<file path="config.mk">
export PLATFORM = sky130hd
export DESIGN_NAME = cache_fill_fsm
export DESIGN_NICKNAME = d
export VERILOG_FILES = /design/src/rtl/cache_pkg.sv /design/src/rtl/dff.sv /design/src/rtl/fill_counter.sv /design/src/rtl/cache_fill_fsm.sv
export SDC_FILE = /design/constraint.sdc
export NUM_CORES = 1
export LEC_CHECK = 0
export CELL_PAD_IN_SITES_DETAIL_PLACEMENT = 0
export CELL_PAD_IN_SITES_GLOBAL_PLACEMENT = 1
export CORE_ASPECT_RATIO = 1.1
export CORE_UTILIZATION = 29
export CTS_BUF_LIST = sky130_fd_sc_hd__clkbuf_2
export DETAILED_ROUTE_END_ITERATION = 16
export HOLD_SLACK_MARGIN = 0.12
export PLACE_DENSITY_LB_ADDON = 0.2
export REMOVE_ABC_BUFFERS = 1
export SLEW_MARGIN = 10
export SYNTH_ARGS = -nofsm -noshare
export SYNTH_HDL_FRONTEND = slang
export SYNTH_SLANG_ARGS = --single-unit
</file>
<file path="constraint.sdc">
create_clock -name clk -period 1.7 [get_ports clk]
set_input_delay 0.255 -clock clk [delete_from_list [all_inputs] [get_ports clk]]
set_output_delay 0.255 -clock clk [all_outputs]
set_load 0.005 [all_outputs]
</file>
<file path="src/rtl/cache_pkg.sv">
// Shared types and block-geometry constants for the cache miss/fill controller.
package cache_pkg;

    typedef enum logic {
        IDLE = 1'b0,
        FILL = 1'b1
    } fill_state_t;

    localparam int unsigned BLOCK_WORDS       = 8;
    localparam int unsigned BLOCK_OFFSET_BITS = 4;
    localparam int unsigned WORD_BYTES        = 2;

endpackage

</file>
<file path="src/rtl/dff.sv">
// Generic register cell: async active-high reset to zero.
module dff #(
    parameter int unsigned W = 1
) (
    input  logic         clk,
    input  logic         rst,
    input  logic [W-1:0] d,
    output logic [W-1:0] q
);

    always_ff @(posedge clk or posedge rst) begin
        if (rst) q <= '0;
        else     q <= d;
    end

endmodule

</file>
<file path="src/rtl/fill_counter.sv">
// Clearable, enabled up-counter that saturates at MAX; state held in a dff cell.
module fill_counter #(
    parameter int unsigned MAX = 8,
    parameter int unsigned W   = 4
) (
    input  logic         clk,
    input  logic         rst,
    input  logic         clear,
    input  logic         enable,
    output logic [W-1:0] count
);

    logic [W-1:0] count_next;

    // Clear wins over enable; hold once MAX is reached.
    always_comb begin
        count_next = count;
        if (clear)
            count_next = '0;
        else if (enable && (count < W'(MAX)))
            count_next = count + W'(1);
    end

    dff #(.W(W)) u_count_q (
        .clk (clk),
        .rst (rst),
        .d   (count_next),
        .q   (count)
    );

endmodule

</file>
<file path="src/rtl/cache_fill_fsm.sv">
// Cache miss handler: issues one block of pipelined word reads, streams the
// returned words into the data array, then writes the tag.
module cache_fill_fsm
    import cache_pkg::*;
#(
    parameter int unsigned ADDR_W          = 16,
    parameter int unsigned DATA_W          = 16,
    parameter int unsigned WORDS_PER_BLOCK = BLOCK_WORDS
) (
    input  logic                               clk,
    input  logic                               rst,
    input  logic                               miss_detected,
    input  logic [ADDR_W-1:0]                  miss_address,
    input  logic                               memory_data_valid,
    input  logic [DATA_W-1:0]                  memory_data,
    output logic                               fsm_busy,
    output logic                               mem_read_en,
    output logic [ADDR_W-1:0]                  memory_address,
    output logic                               write_data_array,
    output logic [$clog2(WORDS_PER_BLOCK)-1:0] fill_word_index,
    output logic [DATA_W-1:0]                  fill_data,
    output logic                               write_tag_array,
    output logic                               fill_done
);

    localparam int unsigned IDX_W      = $clog2(WORDS_PER_BLOCK);
    localparam int unsigned CNT_W      = IDX_W + 1;
    localparam int unsigned BLOCK_MASK = WORDS_PER_BLOCK * WORD_BYTES - 1;

    fill_state_t       state;
    logic [ADDR_W-1:0] base;
    logic [CNT_W-1:0]  issue_cnt;
    logic [CNT_W-1:0]  recv_cnt;
    logic              start_fill;
    logic              issue_en;
    logic              recv_en;
    logic              last_word;

    assign start_fill = (state == IDLE) && miss_detected;
    assign issue_en   = (state == FILL) && (issue_cnt < CNT_W'(WORDS_PER_BLOCK));
    assign recv_en    = (state == FILL) && memory_data_valid;
    assign last_word  = recv_en && (recv_cnt == CNT_W'(WORDS_PER_BLOCK - 1));

    // Control state and latched block base; new misses are only taken from IDLE.
    always_ff @(posedge clk or posedge rst) begin
        if (rst) begin
            state <= IDLE;
            base  <= '0;
        end else begin
            case (state)
                IDLE: begin
                    if (miss_detected) begin
                        state <= FILL;
                        base  <= miss_address & ~ADDR_W'(BLOCK_MASK);
                    end
                end
                FILL: begin
                    if (last_word)
                        state <= IDLE;
                end
                default: state <= IDLE;
            endcase
        end
    end

    fill_counter #(.MAX(WORDS_PER_BLOCK), .W(CNT_W)) u_issue_cnt (
        .clk    (clk),
        .rst    (rst),
        .clear  (start_fill),
        .enable (issue_en),
        .count  (issue_cnt)
    );

    fill_counter #(.MAX(WORDS_PER_BLOCK), .W(CNT_W)) u_recv_cnt (
        .clk    (clk),
        .rst    (rst),
        .clear  (start_fill),
        .enable (recv_en),
        .count  (recv_cnt)
    );

    // Outputs follow state directly so the stall begins in the miss cycle.
    always_comb begin
        fsm_busy         = 1'b0;
        mem_read_en      = 1'b0;
        memory_address   = '0;
        write_data_array = 1'b0;
        fill_word_index  = '0;
        fill_data        = memory_data;
        write_tag_array  = 1'b0;
        fill_done        = 1'b0;
        if (state == FILL) begin
            fsm_busy         = 1'b1;
            mem_read_en      = issue_en;
            write_data_array = recv_en;
            fill_word_index  = recv_cnt[IDX_W-1:0];
            write_tag_array  = last_word;
            fill_done        = last_word;
            if (issue_en)
                memory_address = base + ADDR_W'(issue_cnt) * ADDR_W'(WORD_BYTES);
        end else begin
            fsm_busy = miss_detected;
        end
    end

endmodule

</file>
==> reports/metrics.csv <==
stage,metric,value,unit
yosys,post_synth_and_or_nand_nor_area_fraction,0.217,
place,dpl.hpwl,2370,microns
grt,grt_busiest_layer,met2,
worst_setup_path,crit_slowest_cell,dfrtp_2,
layout,mostFrequentLayoutCell,buf_4,
timing,setup_ws,-0.344,ns
clock_tree,cts_root_buf,clkbuf_2,
layout,layout.nets,239,
timing,hold_slack,0.225,ns
drt,drtPass1Iterations,4,
clock_tree,clock_path_buffers,2,
layout,synthToLayoutAreaGrowth,54.2,%
yosys,yosysTopAreaCellShare,0.379,
power,vdd_drop_max,0.899,mV
power,powerDensity,1580,nW/um^2
clock_tree,ctsHoldBuffers,0,
yosys,synth_cell_type_count,34,
worst_setup_path,path_max_fanout,6,
yosys,synth_top_family_by_area,simple AND/OR/NAND/NOR gates,
timing,setup_tns,-3.27,ns
grt,grt_overflow,0,
yosys,synth.area.mux_share,0.0949,
timing,rsz0062_at_grt,true,
run,drv_cap,0,
grt,grt_pass1_wl,5540,microns
grt,met3_usage,0.0767,
die,start_util,0.300,
die,pin_count,76,
grt,grt_pass1_vias,1162,
layout,final_cell_mix,"buf_4 (25), dfrtp_1 (19), buf_6 (16)",
timing,slew_viol_final,0,
die,rows,26,
worst_setup_path,crit_required,1.44,ns
die,dieArea,5060,sq um
clock_tree,cts_buffers,3,
die,fp.dieH,74.5,microns
worst_setup_path,reg2reg_depth,5,
clock_tree,path_clk_slew,0.20,ns
worst_setup_path,critPathBufInv,3,
layout,n_fill_cell,442,
layout,fin_util,0.462,
worst_setup_path,crit_family,flip-flops,
worst_setup_path,cp-start-kind,flip-flop,
grt,antenna_found_initial,0,
yosys,netlist_top_cells_area,"dfrtp_1 (38%), buf_4 (10%), mux2_2 (5.7%)",
clock_tree,ctsHtreeMaxLevel,1,
yosys,syn_avg_cell_area,9.75,sq um
yosys,synth-compound-area-share,0.0714,
drt,vias_per_cell,4.67,
timing,fmax,489,MHz
yosys,yosysWarningCount,0,
grt,met2_usage,0.238,
run_status,run_status,finished with violations,
min_path,hp-class,input port to asynchronous set/reset pin,
layout,stdcell_count,254,
worst_setup_path,cpPeakStageDelay,0.43,ns
drt,ant_nets,0,
timing,fin_crit,2.04,ns
drt,drtIter0Drc,18,
clock_tree,cts_sinks,21,
die,fp.coreArea,4620,sq um
grt,use_met1,0.176,
clock_tree,clkLatencyLatePin,0.32,ns
layout,antenna_cells,0,
worst_setup_path,crit_cells,7,
place,place.gp.congestion,0.701,
timing,min_period_over_period,1.20,
power,total_power,3370,uW
yosys,synthCells,142,
drt,drc,0,
worst_setup_path,crit_type,flip-flop to primary output,
drt,vias,1187,
layout,final_layout_size_suffix_gt1_frac,0.480,
die,die_w,67.9,microns
worst_setup_path,end_kind,primary output,
worst_setup_path,cp_cell_sequence,buf_6 > ha_4 > nand4_4 > buf_6 > o311ai_4 > o41ai_2 > buf_2,
timing,finalSetupViolCount,17,
clock_tree,cts_tree,done,
drt,finalWirelength,3640,microns
worst_setup_path,path_common_cell,buf_6,
yosys,yosys.area_share.adder,0.0361,
yosys,ys_seq_area_frac,0.379,
power,power_leakage,0.000951,uW
drt,routedWlPerCell,14.3,microns
yosys,synth-xor-area-share,0.0506,
place,placedCellCount,232,
yosys,syn_area,1390,sq um
worst_setup_path,worst_ep_arrival_time,1.79,ns
grt,grt_usage,0.149,
yosys,synth_top_area_cell,dfrtp_1,
run_status,violations,setup timing,
place,place.port_buffers,38,
timing,fin_skew,0.00286,ns
yosys,ys_ff_latch,21,
grt,grt_max_degree,24,
timing,final_hold_viol_count,0,
## sequential cells by signal, indices dropped and copies added, names as in the netlist
name / count
base: 12
u_issue_cnt.u_count_q.q: 4
state: 1
u_recv_cnt.u_count_q.q: 4
## worst paths after layout
| path | start | endpoint | slack, ns |
|---|---|---|---|
| min in group clk | miss_address[12] | base[12] | 0.48 |
| max in group asynchronous | rst | u_issue_cnt.u_count_q.q[3] | 1.24 |
| max reg2reg | state | base[15] | 0.19 |
| min | rst | u_recv_cnt.u_count_q.q[2] | 0.23 |
| min reg2reg | u_recv_cnt.u_count_q.q[3] | u_recv_cnt.u_count_q.q[3] | 0.56 |
| max | base[4] | memory_address[13] | -0.34 |
## cell families after synthesis
| logic type | Yosys count |
|---|---|
| XOR/XNOR | 8 |
| multiplexers | 12 |
| flip-flops | 21 |
| buffers and inverters | 30 |
| adder cells (fa/ha/maj) | 4 |
| other | 1 |
| AO/OA/AOI/OAI | 16 |
| AND/OR/NAND/NOR | 50 |
## where the power goes
group	internal, uW	switching (uW)	leakage [uW]	total [uW]
Sequential	747	257	0.000246	1000
Clock	53.3	156	0.0000164	209
Combinational	1250	913	0.000688	2160
## through the flow
stage	area (sq um)	setup slack [ns]
final	2140	-0.344
after global placement	1820	-0.347
after CTS	2050	-0.413
after detailed placement	1820	-0.353
after floorplan	1200	-0.195
after global routing	2140	-0.482
## synth_stat cells
cell	n
mux2_2	7
mux2i_1	3
mux2_1	2
buf_2	2
xor2_1	5
nand2b_1	2
a41oi_1	2
inv_2	1
and2_1	8
o311ai_1	1
buf_4	19
nand4_2	3
nor2b_1	1
xnor2_1	3
clkbuf_1	1
dfrtp_1	21
o21ai_0	7
nand4b_1	1
conb_1	1
nand3_1	2
buf_6	1
a22o_1	1
o41ai_1	1
nand2b_4	1
a21oi_1	4
ha_1	4
inv_1	5
nor2_1	14
and4b_1	1
or3_1	4
nand2_1	9
buf_8	1
nand3b_1	2
nor4_2	2
## tightest hold or removal path: cells and delay by family
kind     cells  cell delay, ns
buf+inv      3            0.71
## metal layers
layer / share of wire / routed length [microns]
met1: 0.40 / 1440
met2: 0.51 / 1870
met3: 0.084 / 304
met4: 0.0063 / 23
met5: 0 / 0
## what timing repair did
action / in CTS / in global routing
pin swaps: 15 / 14
gates cloned: 0 / 0
buffers inserted: 14 / 7
resized for setup: 111 / 23
endpoints found under the setup margin: 23 / 23
## area by class of cell
cell class,instances,area [sq um],share of cell area
Clock buffer,3,15.0,0.00703
Clock inverter,1,5.00,0.00234
Inverter,6,25.0,0.0117
Multi-Input combinational cell,91,830,0.388
Sequential cell,21,528,0.247
Tap cell,56,70.1,0.0328
Timing Repair Buffer,76,663,0.310
(Power assumes the default switching activity.)
==> variant 1: new RTL, same settings <==
Register the output `memory_address`, cleared by the reset; this adds one clock of latency there. The other outputs are not delayed to match.
--- a/src/rtl/cache_fill_fsm.sv
+++ b/src/rtl/cache_fill_fsm.sv
@@ -26,6 +26,8 @@
     localparam int unsigned IDX_W      = $clog2(WORDS_PER_BLOCK);
     localparam int unsigned CNT_W      = IDX_W + 1;
     localparam int unsigned BLOCK_MASK = WORDS_PER_BLOCK * WORD_BYTES - 1;
+
+    logic [ADDR_W-1:0] memory_address_d;
 
     fill_state_t       state;
     logic [ADDR_W-1:0] base;
@@ -83,7 +85,7 @@
     always_comb begin
         fsm_busy         = 1'b0;
         mem_read_en      = 1'b0;
-        memory_address   = '0;
+        memory_address_d = '0;
         write_data_array = 1'b0;
         fill_word_index  = '0;
         fill_data        = memory_data;
@@ -97,11 +99,19 @@
             write_tag_array  = last_word;
             fill_done        = last_word;
             if (issue_en)
-                memory_address = base + ADDR_W'(issue_cnt) * ADDR_W'(WORD_BYTES);
+                memory_address_d = base + ADDR_W'(issue_cnt) * ADDR_W'(WORD_BYTES);
         end else begin
             fsm_busy = miss_detected;
         end
     end
 
+    always_ff @(posedge clk or posedge rst) begin
+        if (rst) begin
+            memory_address <= '0;
+        end else begin
+            memory_address <= memory_address_d;
+        end
+    end
+
 endmodule
 
Check against the original RTL: not equivalent (Yosys sat finds a counterexample within 4 cycles, from zero or initial values and one cycle with rst high).
==> variant 1 against the original RTL <==
Total power fell by 3.1%. Sequential power up 53%. Die area grew 24%. Area after synthesis is 24% higher. Final area grew 4.8%. Worst setup slack improved by 0.40 ns. Sequential cell count grew 15. Wire length grew 2.3%. Critical path type unchanged.
==> variant 1: results (changes against the original RTL) <==
metric;value;unit;change
place_inst;260;;was 232
cp.arrival;1.39;ns;was 1.79 ns
drive_above_1_share;0.2449;;was 0.4798
slowest_delay;0.45;ns;was 0.43 ns
synth_xor_area_frac;0.04070;;was 0.05059
total_power;0.003269;W;was 0.003375 W
clkTransAtPathRegs;0.18;ns;was 0.20 ns
fin_cells;273;;was 254
hpwl;2.633;mm;was 2.372 mm
cts-buffers-inserted;5;;was 3
status;finished clean;;was finished, violations left
synthTopCellsByCount;dfrtp_1 (36), buf_4 (18), nor2_1 (12);;was dfrtp_1 (21), buf_4 (19), nor2_1 (14)
synthCells;155;;was 142
fin_nets;235;;was 239
grt_pass1_wl;6.223;mm;was 5.540 mm
crit_path_top_delay_cell;dfrtp_1;;was dfrtp_2
ys_types;35;;was 34
grt_pass1_vias;1285;;was 1162
top_regs;memory_address x15, base x12;;was base x12, u_issue_cnt.u_count_q.q x4, u_recv_cnt.u_count_q.q x4
synth_compound_area_frac;0.07558;;was 0.07136
synth_mux_area_frac;0.07122;;was 0.09485
grt_max_degree;37;;was 24
internal-power;0.002119;W;was 0.002048 W
grt_usage;0.1329;;was 0.1486
vias;1231;;was 1187
insertion_delay;0.37;ns;was 0.32 ns
synthTopCellsByArea;dfrtp_1 (52%), buf_4 (7.8%), mux2_2 (5.9%);;was dfrtp_1 (38%), buf_4 (10%), mux2_2 (5.7%)
gr-usage-met1;0.1520;;was 0.1755
wl_met1;1.460;mm;was 1.442 mm
grt_use_met2;0.2078;;was 0.2376
p_clk;0.000386;W;was 0.000209 W
power_leakage;0.9786;nW;was 0.9509 nW
met3_length;362;um;was 304 um
grt_use_met3;0.07160;;was 0.07669
[variant 1: changes by cell type after synthesis, moves of 3 or more]
cell,change
nand2_1,-4
or4_1,+4
o31ai_1,+4
o21ai_0,-3
dfrtp_1,+15
a21oi_1,+3
[variant 1: cell type report]
type	count	area, sq um
clock buffers	7	35.03
clock inverters	1	3.754
fillers	603	3495
inverters	6	23.77
multi-input cells	91	674.4
flip-flops and latches	36	902.1
well taps	77	96.34
repair buffers	55	503.0
[variant 1: final timing paths]
check                                 from                         end  slack, ns  cells after the start
max                                  state             write_tag_array       0.05                      4
max reg2reg                          state                    base[10]       0.10                      5
min                                    rst           memory_address[4]       0.26                      3
min reg2reg                        base[4]                     base[4]       0.56                      1
min in group clk           miss_address[8]                     base[8]       0.44                      3
max in group asynchronous              rst  u_issue_cnt.u_count_q.q[3]       1.10                      3
[variant 1: worst max-delay path, delay by kind of cell (launching register included)]
kind,cells,cell delay [ns]
buffers and inverters,1,0.10
DFF,1,0.45
and+or+nand+nor,3,0.48
[variant 1: timing repair]
| item | in CTS | in global routing |
|---|---|---|
| setup endpoints to repair | 8 | 11 |
| hold endpoints to repair | 0 | 0 |
| pin swaps | 1 | 1 |
| setup buffers | 3 | 2 |
| gates resized for setup | 19 | 13 |
| hold buffers | 0 | 0 |
[variant 1: metrics by stage]
stage	instance area (sq um)	setup slack, ns	util	hold WS, ns	setup TNS, ns
2_1_floorplan	1568	-0.1149	-	0.3718	-1.124
3_3_place_gp	2147	-0.2407	0.3745	0.5054	-0.4834
3_5_place_dp	2147	-0.2664	0.3745	0.5101	-0.9197
4_1_cts	2231	-0.1371	0.3891	0.2456	-0.3127
5_1_grt	2238	-0.02588	0.3904	0.2623	-0.05098
6_report	2238	0.05201	0.3904	0.2566	0
==> variant 2: new RTL, config.mk and constraints unchanged <==
Without the edit above. The parameter `ADDR_W` goes from 16 to 14.
--- a/src/rtl/cache_fill_fsm.sv
+++ b/src/rtl/cache_fill_fsm.sv
@@ -3,7 +3,7 @@
 module cache_fill_fsm
     import cache_pkg::*;
 #(
-    parameter int unsigned ADDR_W          = 16,
+    parameter int unsigned ADDR_W          = 14,
     parameter int unsigned DATA_W          = 16,
     parameter int unsigned WORDS_PER_BLOCK = BLOCK_WORDS
 ) (
Ports: changed (resized memory_address and miss_address); port bits go from 76 to 72. The function was not compared with the original's and may differ.
==> variant 2 against the original RTL <==
The run still ends with negative setup slack left. Final area down 16%. Total power down 19%. Sequential cell count down 2. First-iteration DRC count up 11%. Count of clock-buffer cells in the layout unchanged. Wire length down 17%. Fmax up 0.34%. Area after synthesis down 12%. Worst setup slack better by 0.0069 ns. Clock skew up 0.0035 ns. Largest power group unchanged.
==> variant 2: results (changes against the original RTL) <==
metric;value;unit;change
status;finished, violations left;;unchanged
violations;negative setup slack;;unchanged
critPathTopFamily;simple AND/OR/NAND/NOR gates;;was flip-flops
synth_adder_area_share;0.05128;;was 0.03613
place_inst;217;;was 232
fillers;414;;was 442
drt_wl_total;3.018;mm;was 3.635 mm
vias_per_cell;4.617;;was 4.673
crit_fanout;3;;was 6
gp_congestion;0.7872;;was 0.7005
hpwl;2.228;mm;was 2.372 mm
drive_above_1_share;0.4514;;was 0.4798
vias;1048;;was 1187
synth_compound_area_frac;0.08205;;was 0.07136
seq_share;0.2655;;was 0.2472
crit_path_top_delay_cell;dfrtp_1;;was dfrtp_2
setup_viol;8;;was 17
tapCellCount;52;;was 56
grt_usage;0.1421;;was 0.1486
synth-seq-area-share;0.3897;;was 0.3794
switchingPower;0.001021;W;was 0.001327 W
grt_max_degree;20;;was 24
p_seq_frac;0.325;;was 0.298
grt_pass1_wl;4.940;mm;was 5.540 mm
non_clock_buffer_count;66;;was 76
synthTopCellsByArea;dfrtp_1 (39%), buf_4 (11%), mux2_2 (8.3%);;was dfrtp_1 (38%), buf_4 (10%), mux2_2 (5.7%)
power_leakage;0.8045;nW;was 0.9509 nW
p_clk;0.000200;W;was 0.000209 W
ys_types;32;;was 34
multi_input_cells;81;;was 91
nNonClkInverters;5;;was 6
top_regs;base x10, u_issue_cnt.u_count_q.q x4, u_recv_cnt.u_count_q.q x4;;was base x12, u_issue_cnt.u_count_q.q x4, u_recv_cnt.u_count_q.q x4
setup.worst_path.start;u_issue_cnt.u_count_q.q[3];;was base[4]
first_pass_iters;2;;was 4
synth_mux_area_frac;0.09128;;was 0.09485
drtIter0Drc;20;;was 18
clkCellAreaFrac;0.01118;;was 0.009373
finalClockSkew;0.006353;ns;was 0.002860 ns
nonClkBufAreaFrac;0.3082;;was 0.3105
worst_slack;-0.3367;ns;was -0.3436 ns
synth_seq_cells;19;;was 21
cts_setup_buffers;7;;was 14
pre_cts_slack;-0.3828;ns;was -0.3528 ns
synth_xor_area_frac;0.05026;;was 0.05059
ir_drop;0.6365;mV;was 0.8993 mV
grt_pass1_vias;1105;;was 1162
==> variant 2: worst register-to-register path: cells and delay by family (launching register included) <==
kind                   cells  cell delay, ns
DFF                        1            0.44
muxes                      1            0.35
and+or+nand+nor            1            0.14
buffers and inverters      2            0.38
==> variant 2: metal layers <==
| layer | GRT usage | share of wire | vias up |
|---|---|---|---|
| li1 | - | - | 506 |
| met1 | 0.1541 | 0.41 | 496 |
| met2 | 0.2388 | 0.49 | 44 |
| met3 | 0.07026 | 0.094 | 2 |
| met4 | 0.03788 | 0.0056 | 0 |
| met5 | 0.03750 | 0 | - |
==> variant 2: worst paths after layout <==
path	end	slack, ns	cells past startpoint
setup / recovery	memory_address[10]	-0.34	6
hold / removal	base[12]	0.23	3
setup reg to reg	base[13]	0.31	4
hold reg to reg	state	0.58	1
max in group asynchronous	base[11]	1.26	3
min in group clk	base[9]	0.50	3
